### src/rtl/midi_uart_rx.sv
// MIDI 8N1 serial receiver: two-flop input synchroniser, 16x oversampling with a
// 3-sample majority vote per bit, registered 1-cycle valid / frame_err strobes.
module midi_uart_rx #(
  parameter int CLK_HZ = 100_000_000,
  parameter int BAUD   = 31_250
) (
  input  logic       clk,
  input  logic       rst,
  input  logic       rx,
  output logic [7:0] data,
  output logic       valid,
  output logic       frame_err,
  output logic       busy
);

  // state   | meaning
  // S_IDLE  | line idle, waiting for rx_s low (start edge)
  // S_START | qualifying start bit; majority high means glitch
  // S_DATA  | shifting in 8 data bits, LSB first
  // S_STOP  | sampling stop bit; high forwards byte, low flags frame_err
  // S_BREAK | after bad stop: wait for 16 consecutive high ticks

  localparam int TICK_DIV = CLK_HZ / (BAUD * 16);
  localparam int CW       = (TICK_DIV > 1) ? $clog2(TICK_DIV) : 1;
  localparam logic [CW-1:0] TICK_LAST = CW'(TICK_DIV - 1);

  typedef enum logic [2:0] {
    S_IDLE,
    S_START,
    S_DATA,
    S_STOP,
    S_BREAK
  } state_t;

  state_t        state;
  state_t        state_n;
  logic          rx_meta;
  logic          rx_s;
  logic [CW-1:0] tick_cnt;
  logic          tick;
  logic [3:0]    s_cnt;
  logic [1:0]    samp;
  logic [2:0]    bit_idx;
  logic [7:0]    shift_reg;
  logic          decide;
  logic          maj;
  logic          brk_done;

  logic          cnt_clr;
  logic          shift_en;
  logic          load_data;
  logic          set_valid;
  logic          set_ferr;

  // s_cnt counts ticks elapsed within the current bit, so the tick seen while
  // s_cnt==8 is the one that moves the bit into sample index 9.
  assign tick     = (tick_cnt == TICK_LAST);
  assign decide   = tick && (s_cnt == 4'd8);
  assign maj      = (samp[0] & samp[1]) | (samp[0] & rx_s) | (samp[1] & rx_s);
  assign brk_done = tick && rx_s && (s_cnt == 4'd15);
  assign busy     = (state != S_IDLE);

  always_comb begin
    state_n   = state;
    cnt_clr   = 1'b0;
    shift_en  = 1'b0;
    load_data = 1'b0;
    set_valid = 1'b0;
    set_ferr  = 1'b0;
    case (state)
      S_IDLE: begin
        if (!rx_s) begin
          state_n = S_START;
          cnt_clr = 1'b1;
        end
      end
      S_START: begin
        if (decide) begin
          state_n = maj ? S_IDLE : S_DATA;
        end
      end
      S_DATA: begin
        if (decide) begin
          shift_en = 1'b1;
          if (bit_idx == 3'd7) begin
            state_n = S_STOP;
          end
        end
      end
      S_STOP: begin
        if (decide) begin
          if (maj) begin
            load_data = 1'b1;
            set_valid = 1'b1;
            state_n   = S_IDLE;
          end else begin
            set_ferr = 1'b1;
            cnt_clr  = 1'b1;
            state_n  = S_BREAK;
          end
        end
      end
      S_BREAK: begin
        // Any low sample restarts the high-time qualification.
        if (!rx_s) begin
          cnt_clr = 1'b1;
        end else if (brk_done) begin
          state_n = S_IDLE;
        end
      end
      default: begin
        state_n = S_IDLE;
      end
    endcase
  end

  always_ff @(posedge clk) begin
    if (rst) begin
      state     <= S_IDLE;
      rx_meta   <= 1'b1;
      rx_s      <= 1'b1;
      tick_cnt  <= '0;
      s_cnt     <= 4'd0;
      samp      <= 2'b00;
      bit_idx   <= 3'd0;
      shift_reg <= 8'h00;
      data      <= 8'h00;
      valid     <= 1'b0;
      frame_err <= 1'b0;
    end else begin
      rx_meta   <= rx;
      rx_s      <= rx_meta;
      state     <= state_n;
      valid     <= set_valid;
      frame_err <= set_ferr;

      if (cnt_clr || (state == S_IDLE)) begin
        tick_cnt <= '0;
        s_cnt    <= 4'd0;
      end else if (tick) begin
        tick_cnt <= '0;
        s_cnt    <= s_cnt + 4'd1;
      end else begin
        tick_cnt <= tick_cnt + 1'b1;
      end

      if (tick && (s_cnt == 4'd6)) begin
        samp[0] <= rx_s;
      end
      if (tick && (s_cnt == 4'd7)) begin
        samp[1] <= rx_s;
      end

      if (state == S_START) begin
        bit_idx <= 3'd0;
      end else if (shift_en) begin
        bit_idx <= bit_idx + 3'd1;
      end

      if (shift_en) begin
        shift_reg <= {maj, shift_reg[7:1]};
      end

      if (load_data) begin
        data <= shift_reg;
      end
    end
  end

endmodule

### config.mk
export PLATFORM = sky130hd
export DESIGN_NAME = midi_uart_rx
export DESIGN_NICKNAME = d
export VERILOG_FILES = /design/src/rtl/midi_uart_rx.sv
export SDC_FILE = /design/constraint.sdc
export NUM_CORES = 1
export LEC_CHECK = 0
export BUFFER_PORTS_ARGS = -buffer_cell sky130_fd_sc_hd__buf_2
export CELL_PAD_IN_SITES_DETAIL_PLACEMENT = 1
export CELL_PAD_IN_SITES_GLOBAL_PLACEMENT = 1
export CORE_ASPECT_RATIO = 0.75
export CORE_MARGIN = 3
export CORE_UTILIZATION = 41
export DETAILED_ROUTE_END_ITERATION = 16
export MAX_ROUTING_LAYER = met4
export PLACE_DENSITY = 0.71
export SLEW_MARGIN = 30
export SYNTH_ARGS = -nofsm -noshare
export SYNTH_HDL_FRONTEND = slang
export SYNTH_SLANG_ARGS = --single-unit
### constraint.sdc
create_clock -name clk -period 1.7 [get_ports clk]
set_input_delay 0.255 -clock clk [delete_from_list [all_inputs] [get_ports clk]]
set_output_delay 0.255 -clock clk [all_outputs]
set_load 0.02 [all_outputs]
### After elaboration in Yosys (flattened, before gate mapping)

Index checks and enable logic that the tools add are counted.

* $add $sub $neg: 3
* equality and inequality tests: 17
* mux-type cells: 19
* bitwise logic cells: 6
* reduce and logical (&&, ||, !) cells: 14

Operators with widths (count)
* two-way mux 3 bit: 8
* case mux 3 bit (5 select lines): 1
* inequality test 2 bit (second input constant): 7
* adder 8 x 1 -> 8 bit (second input constant): 1
* == test 4 x 3 -> 1 bit (second input constant): 2
* == test 4 bit (second input constant): 2
* == test 8 bit (second input constant): 1
* two-way mux 1 bit: 8
* OR reduction 2 bit: 4
* AND reduction 7 bit: 1
* == test 3 x 2 -> 1 bit (second input constant): 2
* == test 3 bit (second input constant): 2
* logical AND 1 bit: 5
* adder 4 x 1 -> 4 bit (second input constant): 1
* adder 3 x 1 -> 3 bit (second input constant): 1
* bitwise AND 1 bit: 3
* == test 3 x 1 -> 1 bit (second input constant): 1
* logical NOT 3 bit: 1
* nonzero test 3 bit: 1
* OR reduction 3 bit: 1
* two-way mux 2 bit: 1
* bitwise OR 1 bit: 2
* case mux 1 bit (2 select lines): 1
* logical OR 1 bit: 1
* inverter 1 bit: 1

* flip-flop bits (word level): 40
* word-level logic and storage cells: 71

### Depth between registers and ports, before layout

Gate-level depths: netlist (run 1).

* word-level depth: 8
* gate-level depth with buffers: 8

### Least setup slack after synthesis (run 1)

Ideal clock, no wire load.

* path kind: register to register
* start point: register tick_cnt[0]
* end point: register data[4]
* library setup time: 0.119 ns
* arrival: 1.662 ns
* required time: 1.581 ns
* path slack: -0.082 ns
* cell stages (with the launch flop): 7
* buffers on the path: 1
* clock period less this slack: 1.782 ns
* cells stage by stage: dfxtp_1 > ha_1 > and4bb_1 > buf_6 > nand2_4 > or4b_4 > mux2i_1

* cells in the longest elaborated chain, start to end: 4

Ends and longest elaborated chain
* start: declaration: line 39 `logic [CW-1:0] tick_cnt;`
* start signal: assignment: line 144 `tick_cnt <= tick_cnt + 1'b1;`
* == test 8 bit: line 57 `assign tick = (tick_cnt == TICK_LAST);`
* logical AND 1 bit: line 58 `assign decide = tick && (s_cnt == 4'd8);`
* two-way mux 1 bit: line 91 `if (decide) begin`
* two-way mux 1 bit
* end signal: assignment: line 165 `data <= shift_reg;`
* end: declaration: line 10 `output logic [7:0] data,`

No other way between the ends.
A chain may end at the register's enable or synchronous reset.

### Worst setup path after layout (run 1)

* start point: register s_cnt[1]
* end point: register data[4]

* cells in the longest elaborated chain, start to end: 4

Ends and longest elaborated chain
* start: declaration: line 41 `logic [3:0] s_cnt;`
* start signal: assignment: line 142 `s_cnt <= s_cnt + 4'd1;`
* == test 4 bit: line 58
* logical AND 1 bit: line 58
* two-way mux 1 bit: line 91
* two-way mux 1 bit

No other way between the ends.

==> summary.md, run 1 <==
- run status: finished clean
- net count reported at finish: 217
- clock insertion delay at the later pin of the skew report: 0.30 ns
- HPWL Detailed: 3030 um
- core area: 0.00413 sq mm
- cells after synthesis: 178
- Power Total: 1660 uW
- total of endpoints with negative setup slack in the final report: 0
- number of filler instances in the final layout: 483
- post-synth design cell area: 0.00180 sq mm
- worst vdd rail ir drop: 0.000395 V
- sequence of cells on the critical path: inv_4, ha_4, and3b_2, nand2_2, or4b_4, mux2i_1
- Die Outline Area: 0.00522 sq mm
- async set-reset flop share out of synthesis: 0%
- total I/O pin count: 14
- number of vias after detailed routing: 1352
- clock tree from TritonCTS: done
- combined flip-flop and latch cell area: 813 sq um
- sw frac: 24.1%
- longest individual stage delay on the worst path: 0.59 ns
- Slew HR: 71.1%
- DRC viols: 0
- count of endpoints failing hold in the final timing report: 0
- number of max-cap violations: 0
- routability-driven placement congestion ratio: 0.919
- required time worst endpoint: 1.88 ns
- All-Layer GR Usage: 17.1%
- initial cell density of the core: 43.5%
- sequential cell area fraction in the yosys report: 44.6%
- Clock power frac: 38.0%
- RSZ-0062 raised after global routing: true
- most frequent cells in the layout: sky130_fd_sc_hd__dfxtp_1 (36), sky130_fd_sc_hd__nor2_1 (22), sky130_fd_sc_hd__mux2i_1 (18)
- count of standard-cell rows: 20
- via-per-instance ratio: 5.12
- highest fanout seen on the critical path: 5
- internal cell power: 1260 uW
- number of detailed-routing iterations run before antenna repair: 4
- slack of the critical path: 0.0367 ns
- count of yosys warnings during synthesis: 0
- relative contribution of combinational cells to total power: 5.3%
- clock buffers created by TritonCTS: 5
- clock tree root driver cell: sky130_fd_sc_hd__clkbuf_8
- count of flip-flops with a built-in enable after synthesis: 0
- flip-flop and latch count after synthesis: 40
- via count of the first global-routing pass: 1325
- power per standard cell area: 768 mW/mm^2
- highest attainable clock frequency: 601 MHz
- reported leakage power: 0.000901 uW
- area after detailed placement: 0.00198 sq mm
- CP arrival: 1.84 ns
- most common flop cell mapped by yosys: sky130_fd_sc_hd__dfxtp_1
- net switching power: 401 uW
- clock period minus worst slack: 1.66 ns
- antenna violations before repair: 0
- CTS HTree Levels: 2
- most common library cell in the layout ignoring fill and taps: sky130_fd_sc_hd__dfxtp_1
- Multi-input gate area: 956 sq um
- diodes inserted: 0
- dominant delay contributor by cell family on the critical path: simple AND/OR/NAND/NOR gates
- post-synth cell types: 41
- post-DR wirelength/cell: 15.9 um
- Die Wd: 82.4 um
- summed area of non-filler cells in the final layout: 0.00217 sq mm
- Final Max Slew Viols: 0
- Port-buffer cells: 13
- leftover overflow at the end of global routing: 0
- clock transition at the registers of the reported paths: 0.08 ns
- utilization after layout: 52.5%
- capturing element type of the critical path: flop
- worst slack after detailed placement: -0.0515 ns
- slowest cell on the critical path: sky130_fd_sc_hd__or4b_4
- pin count of the biggest net entering global routing: 29
- drt initial violations: 47
- count of buffer and inverter cells on the critical path: 1
- final period utilization: 97.8%
- Setup Crit Path Kind: flop to flop
- Worst Skew: 0.0123 ns
- floorplan die height: 63.3 um
- layout cell share with drive strength beyond 1: 30.1%
- mean instance size in the synthesized netlist: 10.1 sq um
- clk buf depth: 2
- area added between synthesis and finish: 20.6%
- wire length reported by the detailed router: 4200 um
- net count after synthesis: 187
- Least-Margin Pin Slew: 0.434 ns
- crit path launch type: flop
- worst min path class: input port to flop
- number of clock sinks: 40
- power share of the sequential group: 56.8%
- count of nets left with antenna violations after detail routing: 0
- global-route wire length before repair: 6510 um
## metal layers
layer | vias to the layer above | global-route usage, % | wire length [um]
met2 | 18 | 25.1 | 1950
met5 | - | - | 0
met4 | 0 | 6.22 | 112
met1 | 655 | 22.3 | 2030
li1 | 669 | - | -
met3 | 10 | 4.71 | 112
## Yosys cell counts (2+ instances only)
| master | count | area, sq um |
|---|---|---|
| sky130_fd_sc_hd__mux2i_1 | 19 | 190 |
| sky130_fd_sc_hd__inv_1 | 3 | 11.3 |
| sky130_fd_sc_hd__o21ai_0 | 2 | 10.0 |
| sky130_fd_sc_hd__nor2_1 | 22 | 82.6 |
| sky130_fd_sc_hd__xor2_1 | 7 | 61.3 |
| sky130_fd_sc_hd__buf_6 | 4 | 45.0 |
| sky130_fd_sc_hd__and3_1 | 3 | 18.8 |
| sky130_fd_sc_hd__nand3_1 | 11 | 55.1 |
| sky130_fd_sc_hd__nand2b_1 | 15 | 93.8 |
| sky130_fd_sc_hd__a21oi_1 | 2 | 10.0 |
| sky130_fd_sc_hd__nand2_1 | 5 | 18.8 |
| sky130_fd_sc_hd__nand4_1 | 3 | 18.8 |
| sky130_fd_sc_hd__ha_1 | 6 | 75.1 |
| sky130_fd_sc_hd__and3b_1 | 3 | 26.3 |
| sky130_fd_sc_hd__or2b_2 | 2 | 17.5 |
| sky130_fd_sc_hd__clkbuf_1 | 2 | 7.51 |
| sky130_fd_sc_hd__dfxtp_1 | 40 | 801 |
| sky130_fd_sc_hd__xnor2_1 | 3 | 26.3 |
| sky130_fd_sc_hd__a31oi_1 | 2 | 12.5 |
| sky130_fd_sc_hd__buf_4 | 2 | 15.0 |
| sky130_fd_sc_hd__or2_2 | 2 | 12.5 |
## cell families after synthesis
kind of cell / count (synthesis) / share of synthesized area, %
muxes: 19 / 10.6
xor gates and xnor gates: 10 / 4.87
and+or+nand+nor: 79 / 26.4
AOI/OAI and AO/OA: 11 / 4.18
buffers and inverters: 12 / 4.67
adders and majority gates: 7 / 4.74
DFF: 40 / 44.6
## metrics by stage
step	cells	hold WS, ns	TNS, ns
floorplan	178	0.359	0
global placement	250	0.402	0
detailed placement	250	0.397	-0.191
CTS	258	0.144	0
global route	264	0.143	-0.0498
finish	264	0.150	0
## worst register-to-register path, cell delays in order (launching register included)
cell	delay [ns]
sky130_fd_sc_hd__dfxtp_4	0.37
sky130_fd_sc_hd__inv_4	0.06
sky130_fd_sc_hd__ha_4	0.11
sky130_fd_sc_hd__and3b_2	0.21
sky130_fd_sc_hd__nand2_2	0.08
sky130_fd_sc_hd__or4b_4	0.59
sky130_fd_sc_hd__mux2i_1	0.14
## repair_timing
| action | in CTS | in global routing |
|---|---|---|
| gates resized for setup | 3 | 16 |
| pin swaps | 0 | 3 |
| endpoints found under the setup margin | 14 | 23 |
| buffers inserted | 0 | 6 |
| hold buffers | 0 | 0 |
## final cells by class
type | instances | share of cell area, %
Tap cell | 55 | 3.18
Clock buffer | 5 | 3.18
Clock inverter | 3 | 0.866
Timing Repair Buffer | 32 | 10.5
Inverter | 3 | 0.635
Sequential cell | 40 | 37.5
Multi-Input combinational cell | 126 | 44.1
## power by group through the flow
stage          Combinational, uW  Sequential [uW]  Clock, uW
6_report                    87.4              945        632
5_1_grt                     95.4              947        693
4_1_cts                     85.4              949        647
3_5_place_dp                84.9              971          0
3_3_place_gp                79.6              970          0
2_1_floorplan               57.8              972          0
## worst paths after layout
kind             from       to  slack (ns)  cells past startpoint
max          s_cnt[1]  data[4]        0.04                      6
min                rx  rx_meta        0.15                      2
max reg2reg  s_cnt[1]  data[4]        0.04                      6
min reg2reg   rx_meta     rx_s        0.41                      1
No activity file was read; power rests on OpenSTA's default activity.
==> run 2, diff against run 1 <==
CORE_ASPECT_RATIO = 0.6   (was 0.75)
==> run 2 against run 1 <==
  * Combinational power shrank 3.1%
  * Final area increased by 0.58%
  * First-iteration DRC count fell by 36%
  * Utilization grew 2.9 points
  * Power shrank 2.3%
  * Sequential share of layout area is 0.33 points lower
  * Largest power group unchanged
==> summary.md, run 2 (synthesis gave the netlist of run 1 again) <==
- required time worst endpoint: 1.88 ns
- count of standard-cell rows: 17
- highest attainable clock frequency: 607 MHz
- All-Layer GR Usage: 17.8%
- Worst setup endpoint: data[7]
- startpoint of the most critical hold path: rx
- via-per-instance ratio: 5.01
- CTS Hold Bufs: 0
- core area: 0.00394 sq mm
- number of filler instances in the final layout: 438
- pin count of the biggest net entering global routing: 29
- total I/O pin count: 14
- startpoint of the most critical setup path: s_cnt[0]
- clk buf depth: 2
- run status: finished clean
- area added between synthesis and finish: 21.3%
- final period utilization: 97.0%
- HPWL Detailed: 3000 um
- drt initial violations: 30
- slack of the critical path: 0.0512 ns
- power per standard cell area: 746 mW/mm^2
- net count reported at finish: 220
- Slew HR: 72.1%
- CP arrival: 1.83 ns
- count of nets left with antenna violations after detail routing: 0
- reg2reg setup slack: 0.05 ns
- RSZ-0062 raised after global routing: true
- Least-Margin Pin Slew: 0.418 ns
- Worst Skew: 0.00720 ns
- Power Total: 1630 uW
- layout cell share with drive strength beyond 1: 31.3%
- number of max-cap violations: 0
- clock tree root driver cell: sky130_fd_sc_hd__clkbuf_8
- clock tree from TritonCTS: done
- most common library cell in the layout ignoring fill and taps: sky130_fd_sc_hd__dfxtp_1
- DRC viols: 0
- reported leakage power: 0.000921 uW
- leftover overflow at the end of global routing: 0
- antenna violations before repair: 0
- beginning of the worst register-to-register path: s_cnt[0]
- via count of the first global-routing pass: 1443
- end of the worst register-to-register path: data[7]
- post-DR wirelength/cell: 15.6 um
- number of clock sinks: 40
- Setup Crit Path Kind: flop to flop
- number of vias after detailed routing: 1344
- highest fanout seen on the critical path: 3
- initial cell density of the core: 45.7%
- Port-buffer cells: 13
- worst slack after detailed placement: -0.00158 ns
- global-route wire length before repair: 7040 um
- Multi-input gate area: 967 sq um
- clock transition at the registers of the reported paths: 0.08 ns
- Die Outline Area: 0.00524 sq mm
- worst min path class: input port to flop
- clock insertion delay at the later pin of the skew report: 0.29 ns
- crit path launch type: flop
- routability-driven placement congestion ratio: 0.835
- clock buffers created by TritonCTS: 5
- count of endpoints failing hold in the final timing report: 0
- worst vdd rail ir drop: 0.000493 V
- diodes inserted: 0
- clock period minus worst slack: 1.65 ns
- accumulated negative setup slack: 0 ns
- combined flip-flop and latch cell area: 811 sq um
- worst-case reg-to-reg path depth: 6
- total of endpoints with negative setup slack in the final report: 0
- number of detailed-routing iterations run before antenna repair: 4
- CTS HTree Levels: 2
- floorplan die height: 57.3 um
- Final Max Slew Viols: 0
- capturing element type of the critical path: flop
- Die Wd: 91.5 um
- most frequent cells in the layout: sky130_fd_sc_hd__dfxtp_1 (36), sky130_fd_sc_hd__nor2_1 (22), sky130_fd_sc_hd__buf_4 (19)
- wire length reported by the detailed router: 4170 um
run 2: changes by cell type in the layout (fill, tap and decap cells not counted), sizes merged:
cell | previous run | this run
clkbuf | 5 | 6
clkinv | 3 | 1
buf | 32 | 35
run 2: power by group:
group | total [uW] | switching (uW) | internal [uW]
clock network | 595 | 316 | 279
logic | 84.7 | 48.4 | 36.3
registers | 946 | 4.89 | 941
total | 1630 | 369 | 1260
run 2: how the worst min path moves through the flow:
stage | to | slack, ns | depth (start not counted)
after global routing | rx_meta | 0.16 | 2
after CTS | rx_meta | 0.15 | 2
after detailed placement | rx_s | 0.41 | 1
after floorplan | rx_meta | 0.36 | 1
after global placement | rx_s | 0.40 | 1
final | rx_meta | 0.15 | 2
run 2: timing repair:
item | CTS | global route
gates resized for setup | 4 | 17
pin swaps | 0 | 2
endpoints found under the setup margin | 10 | 19
buffers inserted | 0 | 5
run 2: area by class of cell:
class,instances,area share [%]
clock inverter,1,0.230
tap,57,3.27
inverter,3,0.517
timing repair buffer,35,11.1
multi-input combinational,126,44.4
clock buffer,6,3.33
sequential,40,37.2
run 2: critical path: stages, from the launching register on:
cell and delay (ns):
sky130_fd_sc_hd__dfxtp_2 0.34, sky130_fd_sc_hd__inv_2 0.08, sky130_fd_sc_hd__ha_4 0.13, sky130_fd_sc_hd__and3b_2 0.22, sky130_fd_sc_hd__nand2_4 0.07, sky130_fd_sc_hd__or4b_4 0.57
sky130_fd_sc_hd__mux2i_1 0.14
run 2: through the flow:
| stage | util, % | cells | hold WS (ns) | cell area (sq um) |
|---|---|---|---|---|
| floorplan | - | 178 | 0.359 | 1810 |
| global placement | 50.9 | 256 | 0.402 | 2000 |
| detailed placement | 50.9 | 256 | 0.411 | 2000 |
| CTS | 53.0 | 263 | 0.148 | 2090 |
| global route | 55.4 | 268 | 0.156 | 2180 |
| finish | 55.4 | 268 | 0.150 | 2180 |
run 2: routing by layer:
layer  up-vias  global-route usage (%)  wire (um)
li1        674                       -          -
met1       651                    22.4       2080
met2        17                    27.5       1930
met3         2                    4.87        132
met4         0                    6.44         29
met5         -                       -          0
